File: config.mk
export PLATFORM = sky130hd
export DESIGN_NAME = axis_pcie_tx_elastic_pipe
export DESIGN_NICKNAME = d
export VERILOG_FILES = /design/src/rtl/axis_pcie_tx_elastic_pipe.sv
export SDC_FILE = /design/constraint.sdc
export NUM_CORES = 1
export LEC_CHECK = 0
export CAP_MARGIN = 20
export CORE_AREA = 10 10 408 410
export CTS_CLUSTER_DIAMETER = 150
export DETAILED_ROUTE_END_ITERATION = 7
export DIE_AREA = 0 0 418 420
export HOLD_SLACK_MARGIN = 0.1
export SLEW_MARGIN = 10
export SYNTH_ARGS = -nofsm -noshare
export SYNTH_HDL_FRONTEND = slang
export SYNTH_SLANG_ARGS = --single-unit
File: constraint.sdc
create_clock -name s_if_clk -period 66.2 [get_ports s_if_clk]
set_clock_uncertainty 0.1 [all_clocks]
set_input_delay 13.24 -clock s_if_clk [delete_from_list [all_inputs] [get_ports s_if_clk]]
set_output_delay 13.24 -clock s_if_clk [all_outputs]
set_load 0.1 [all_outputs]
File: src/rtl/axis_pcie_tx_elastic_pipe.sv
// AXI-Stream elastic stage between the TX arbiter and the PCIe HIP TX bridge.
// MODE 0 is a skid register, MODE 1 a store-and-forward packet FIFO, MODE 2 a wire bypass.
module axis_pcie_tx_elastic_pipe #(
  parameter int unsigned TDATA_WIDTH    = 512,
  parameter int unsigned TUSER_WIDTH    = 10,
  parameter int unsigned DEPTH          = 8,
  parameter int unsigned MODE           = 0,
  parameter int unsigned AF_THRESH      = 6,
  parameter bit          TREADY_RST_VAL = 1'b0
) (
  input  logic                       s_if_clk,
  input  logic                       s_if_rst_n,
  input  logic                       s_if_tvalid,
  input  logic [TDATA_WIDTH-1:0]     s_if_tdata,
  input  logic                       s_if_tlast,
  input  logic [TUSER_WIDTH-1:0]     s_if_tuser,
  output logic                       s_if_tready,
  output logic                       m_if_tvalid,
  output logic [TDATA_WIDTH-1:0]     m_if_tdata,
  output logic                       m_if_tlast,
  output logic [TUSER_WIDTH-1:0]     m_if_tuser,
  input  logic                       m_if_tready,
  output logic [$clog2(DEPTH):0]     occupancy,
  output logic                       almost_full,
  output logic [$clog2(DEPTH):0]     pkt_cnt
);

  localparam int unsigned AW = $clog2(DEPTH);
  localparam int unsigned CW = AW + 1;
  localparam int unsigned BW = TDATA_WIDTH + TUSER_WIDTH + 1;
  localparam logic [CW-1:0] AF_LVL    = CW'(AF_THRESH);
  localparam logic [CW-1:0] DEPTH_LVL = CW'(DEPTH);

  if (DEPTH < 2 || (DEPTH & (DEPTH - 1)) != 0) begin : g_err_depth
    $error("axis_pcie_tx_elastic_pipe: DEPTH must be a power of 2 and >= 2");
  end
  if (AF_THRESH > DEPTH) begin : g_err_af
    $error("axis_pcie_tx_elastic_pipe: AF_THRESH exceeds DEPTH");
  end
  if (MODE > 2) begin : g_err_mode
    $error("axis_pcie_tx_elastic_pipe: MODE must be 0, 1 or 2");
  end

  logic [BW-1:0] s_beat;
  assign s_beat = {s_if_tlast, s_if_tuser, s_if_tdata};

  if (MODE == 0) begin : g_skid
    logic [BW-1:0] main_q, main_d, skid_q, skid_d;
    logic          main_vld_q, main_vld_d, skid_vld_q, skid_vld_d;
    logic          rdy_q, in_fire;
    logic [CW-1:0] occ_q, occ_d, pkt_q, pkt_d;
    logic          af_q;

    assign in_fire = s_if_tvalid & rdy_q;

    always_comb begin
      main_d     = main_q;
      main_vld_d = main_vld_q;
      skid_d     = skid_q;
      skid_vld_d = skid_vld_q;
      if (!main_vld_q || m_if_tready) begin
        if (skid_vld_q) begin
          main_d     = skid_q;
          main_vld_d = 1'b1;
          skid_vld_d = 1'b0;
        end else begin
          main_vld_d = in_fire;
          if (in_fire) main_d = s_beat;
        end
      end else if (in_fire) begin
        // Downstream stalled: park the in-flight beat, ready drops next cycle.
        skid_d     = s_beat;
        skid_vld_d = 1'b1;
      end
    end

    assign occ_d = CW'(main_vld_d) + CW'(skid_vld_d);
    assign pkt_d = CW'(main_vld_d & main_d[BW-1]) + CW'(skid_vld_d & skid_d[BW-1]);

    always_ff @(posedge s_if_clk or negedge s_if_rst_n) begin
      if (!s_if_rst_n) begin
        main_vld_q <= 1'b0;
        skid_vld_q <= 1'b0;
        rdy_q      <= TREADY_RST_VAL;
        occ_q      <= '0;
        pkt_q      <= '0;
        af_q       <= 1'b0;
      end else begin
        main_vld_q <= main_vld_d;
        skid_vld_q <= skid_vld_d;
        rdy_q      <= ~skid_vld_d;
        occ_q      <= occ_d;
        pkt_q      <= pkt_d;
        af_q       <= (occ_d >= AF_LVL);
      end
    end

    always_ff @(posedge s_if_clk) begin
      main_q <= main_d;
      skid_q <= skid_d;
    end

    assign s_if_tready                          = rdy_q;
    assign m_if_tvalid                          = main_vld_q;
    assign {m_if_tlast, m_if_tuser, m_if_tdata} = main_q;
    assign occupancy                            = occ_q;
    assign pkt_cnt                              = pkt_q;
    assign almost_full                          = af_q;

  end else if (MODE == 1) begin : g_fifo
    logic [BW-1:0] mem [DEPTH];
    logic [AW-1:0] wr_ptr_q, rd_ptr_q;
    logic [CW-1:0] occ_q, occ_d, pkt_q, pkt_d;
    logic          rdy_q, af_q, cut_q, cut_d;
    logic          wr, rd, m_vld, rd_last;
    logic [BW-1:0] rd_beat;

    assign rd_beat = mem[rd_ptr_q];
    assign rd_last = rd_beat[BW-1];
    // A full FIFO with no complete TLP is a TLP longer than DEPTH: start cutting through.
    assign m_vld   = (occ_q != '0) && ((pkt_q != '0) || (occ_q == DEPTH_LVL) || cut_q);
    assign wr      = s_if_tvalid & rdy_q;
    assign rd      = m_vld & m_if_tready;

    always_comb begin
      occ_d = occ_q + CW'(wr) - CW'(rd);
      pkt_d = pkt_q + CW'(wr & s_if_tlast) - CW'(rd & rd_last);
      cut_d = cut_q;
      if (rd) cut_d = rd_last ? 1'b0 : (cut_q | (pkt_q == '0));
    end

    always_ff @(posedge s_if_clk or negedge s_if_rst_n) begin
      if (!s_if_rst_n) begin
        wr_ptr_q <= '0;
        rd_ptr_q <= '0;
        occ_q    <= '0;
        pkt_q    <= '0;
        cut_q    <= 1'b0;
        rdy_q    <= TREADY_RST_VAL;
        af_q     <= 1'b0;
      end else begin
        if (wr) wr_ptr_q <= wr_ptr_q + AW'(1);
        if (rd) rd_ptr_q <= rd_ptr_q + AW'(1);
        occ_q <= occ_d;
        pkt_q <= pkt_d;
        cut_q <= cut_d;
        rdy_q <= (occ_d < DEPTH_LVL);
        af_q  <= (occ_d >= AF_LVL);
      end
    end

    always_ff @(posedge s_if_clk) begin
      if (wr) mem[wr_ptr_q] <= s_beat;
    end

    assign s_if_tready                          = rdy_q;
    assign m_if_tvalid                          = m_vld;
    assign {m_if_tlast, m_if_tuser, m_if_tdata} = rd_beat;
    assign occupancy                            = occ_q;
    assign pkt_cnt                              = pkt_q;
    assign almost_full                          = af_q;

  end else begin : g_bypass
    assign s_if_tready = m_if_tready;
    assign m_if_tvalid = s_if_tvalid;
    assign m_if_tdata  = s_if_tdata;
    assign m_if_tlast  = s_if_tlast;
    assign m_if_tuser  = s_if_tuser;
    assign occupancy   = '0;
    assign pkt_cnt     = '0;
    assign almost_full = 1'b0;
  end

endmodule

==> key figures <==
Synth
  – Area contributors post-synth: edfxtp_1 (80%), nand2_1 (10%), o21ai_0 (5.4%)
  – Synth top area share: 79.9%
  – Simple-gate share of the synthesized area: ~10%
  – Mapped Cells: between 2000 and 3000
  – Post-Synth XOR/XNOR Area: 0%
  – Post-synthesis cell type count: 25
  – Synth Area in Adders: less than 1%
  – Largest family of logic cells by synthesized area: simple AND/OR/NAND/NOR gates
  – Mux share of post-synthesis cell area: less than 1%
  – Seq/Total Area, Yosys: 80.5%
  – Synth Warn #: 0
  – Mapped cell area: 0.0392 mm²
  – Largest area contributor in the netlist: edfxtp_1
  – Synth Register Bits: 1053
  – Mean cell area of the mapped netlist: approximately 14 µm²
  – Post-synthesis compound-gate area fraction: 6.71%

Cells and area
  – Fill count: 15300
  – Register area: between 0.03 and 0.04 mm²
  – Share of cells above drive strength 1: about 4.8%
  – Multi-input gate area: approximately 0.0067 mm²
  – Leading cell types in the layout, fill and taps excluded: clkdlybuf4s50_1 (1053), nand2_1 (1047), edfxtp_1 (1044)
  – Final core utilization: around a third
  – Area growth syn-to-layout: 41.1%
  – Commonest non-fill, non-tap cell in the layout: clkdlybuf4s50_1
  – Nets: between 4000 and 5000

Worst setup path
  – WP data arrival: 18.85 ns
  – Critical path type: in -> reg
  – RR Startpoint: s_if_tready$_DFF_PN0_
  – Largest fanout on the critical path: between 70 and 80
  – Slowest stage delay, CP: 0.91 ns
  – Critical path required time: 66.43 ns
  – CP Launch Type: primary input
  – R2r endpoint: g_skid.main_q[476]$_DFFE_PP_
  – Crit end category: flop
  – Delay-heaviest family, CP: buffers and inverters
  – Most used cell, CP: buf_4
  – Cells along the critical path: clkdlybuf4s50_1, and2_4, nor2_1, nor2_4, buf_4, buf_4, buf_4, buf_4
  – Reg2reg path depth: 7
  – Critical path's slowest cell: buf_4
  – Reg2reg setup slack: 60.00 ns
  – Buf+Inv Stages, Crit Path: 5

Min path
  – Hold/Removal Path Class: reg -> reg
  – Startpoint of the worst hold path: g_skid.skid_q[291]$_DFFE_PP_
  – Hold EP: g_skid.main_q[291]$_DFFE_PP_
  – Hold Crit Depth: 2

Drt
  – Routed wire length: 132 mm
  – Met3 WL: ~10 mm
  – DRT antenna net count: 0
  – Initial drt markers: approximately 2200
  – Top routing layer in use: met5
  – Pre-antenna DRT Iters: 5
  – # DRC: 0
  – DR vias: between 20000 and 30000
  – Drt wl/cell: between 20 and 25 µm
  – Wire length on met2: 68.9 mm
  – Vias/cell: 4.23
  – Met1 wire length: 50.1 mm

STA
  – # setup viols final: 0
  – Worst slew margin: 20.8%
  – RSZ-0062 raised after global routing: no
  – Worst slew pin tran: about 1.2 ns
  – Min Tclk post-route: approximately 19 ns
  – Final hold viol count: 0
  – Max Clock Freq: 53.7 MHz
  – Setup_tns: 0 ns
  – Slew Viols, Final: 0
  – Tcrit/Tclk final: 28.1%

Clocking
  – Clock Latency Late Sink: a little over 0.7 ns
  – CTS buffer count: 112
  – Resized cells post-CTS: 0
  – CTS Sinks: 1053
  – Clock Pin Slew Worst Setup and Hold Paths: around 0.060 ns
  – Postcts setup bufs: 0
  – Hold_buf cts: 0
  – H-tree depth: 3
  – CTS tree: built
  – Clock tree buffer depth: 3
  – Clk root buf: clkbuf_16

Floorplan
  – Initial Utilization: roughly a quarter
  – Core Rows: 146
  – Core area: between 0.15 and 0.2 mm²
  – I/O pins: 1061
  – Full die area: between 0.15 and 0.2 mm²
  – Die W: approximately 420 µm
  – Die Y: between 400 and 500 µm

Place
  – RD Place Congestion: around 0.86
  – DP HPWL: 95.8 mm
  – Buffers on Ports: roughly 1100

GRT
  – First-pass GRT wire length: 181 mm
  – Vias in the first global route: ~25000
  – Largest net degree at the start of global routing: approximately 220
  – Remaining global-route overflow: 0
  – Gr usage total: around 14%
  – Initial antenna violation count: 34

Power
  – PD cells: ~35 mW/mm²
  – P_leak: ~18 nW
  – Worst IR Drop VDD: between 20 and 25 µV

Run status
  – Status: complete, no violations

Job
  – Max_cap viols: 0
## final cells by class
| cell class | count | area share, % |
|---|---|---|
| clock buffer | 144 | 5.32 |
| timing repair buffer | 1088 | 19.7 |
| sequential | 1053 | 57.1 |
| clock inverter | 59 | 1.06 |
| tap | 2072 | 4.69 |
| antenna | 9 | 0.0407 |
| multi-input combinational | 1595 | 12.1 |
| inverter | 1 | 0.00679 |
## power breakdown
group | switching [W] | leakage, nW | internal, W
logic | 0.000399 | 6.72 | 0.000108
registers | 0.0000231 | 10.0 | 0.000811
clock network | 0.000265 | 1.71 | 0.000342
## worst max-delay path by stage
stage          cells after the start   startpoint                            to
2_1_floorplan                      3  m_if_tready    g_skid.skid_q[522]$_DFF_P_
3_3_place_gp                       8  s_if_tvalid  g_skid.main_q[269]$_DFFE_PP_
3_5_place_dp                       8  s_if_tvalid  g_skid.main_q[240]$_DFFE_PP_
4_1_cts                            8  s_if_tvalid  g_skid.main_q[307]$_DFFE_PP_
5_1_grt                            8  s_if_tvalid  g_skid.main_q[255]$_DFFE_PP_
6_report                           8  s_if_tvalid  g_skid.main_q[476]$_DFFE_PP_
## worst register-to-register path, stage by stage, from the launching register on
cell	delay [ns]
dfrtp_1	0.54
and2_4	0.73
nor2_1	0.28
nor2_4	0.67
buf_4	0.92
buf_4	0.89
buf_4	0.74
buf_4	0.89
## through the flow
stage          hold WS, ns  total power, W  std cells  worst slack [ns]  cell area (µm²)
2_1_floorplan        0.396         0.00124       2830             28.07            39200
4_1_cts              0.380         0.00197       6012             47.63            55300
3_5_place_dp         0.411         0.00136       5809             46.83            51800
3_3_place_gp         0.406         0.00136       5807             46.84            51700
5_1_grt              0.419         0.00202       6020             47.24            55300
6_report             0.394         0.00195       6021             47.58            55300
## state kept, by name, summed over array words and instances, names as in the netlist
signal and cells:
g_skid.main_q 523, g_skid.skid_q 523, occupancy 2, pkt_cnt 2, g_skid.skid_vld_q 1, m_if_tvalid 1
s_if_tready 1
## kinds of logic (layout without fill, tap and decap cells)
family / after synthesis / in the layout
simple gates: 1060 / 1060
flops: 1053 / 1053
compound gates: 526 / 526
buf+inv: 182 / 1292
fa+ha+maj: 2 / 2
mux: 2 / 2
other cells: 1 / 14
## cell usage after synthesis, drive strengths merged
cell type / n
conb: 1
inv: 1
nor2b: 1
dfrtp: 7
ha: 2
o21ai: 523
nor2: 4
nand3: 1
edfxtp: 1044
mux2i: 1
nor4: 1
mux2: 1
and2: 1
nor3: 2
dfxtp: 2
clkbuf: 57
buf: 124
nand2b: 2
nand3b: 1
nand2: 1047
a21oi: 3
## layer usage
metal	up-vias	global-route usage (%)
li1	12100	-
met5	-	0
met4	30	4.06
met2	921	24.9
met1	12200	16.2
met3	179	4.21
Note: power is estimated with default switching activity, not from simulation.
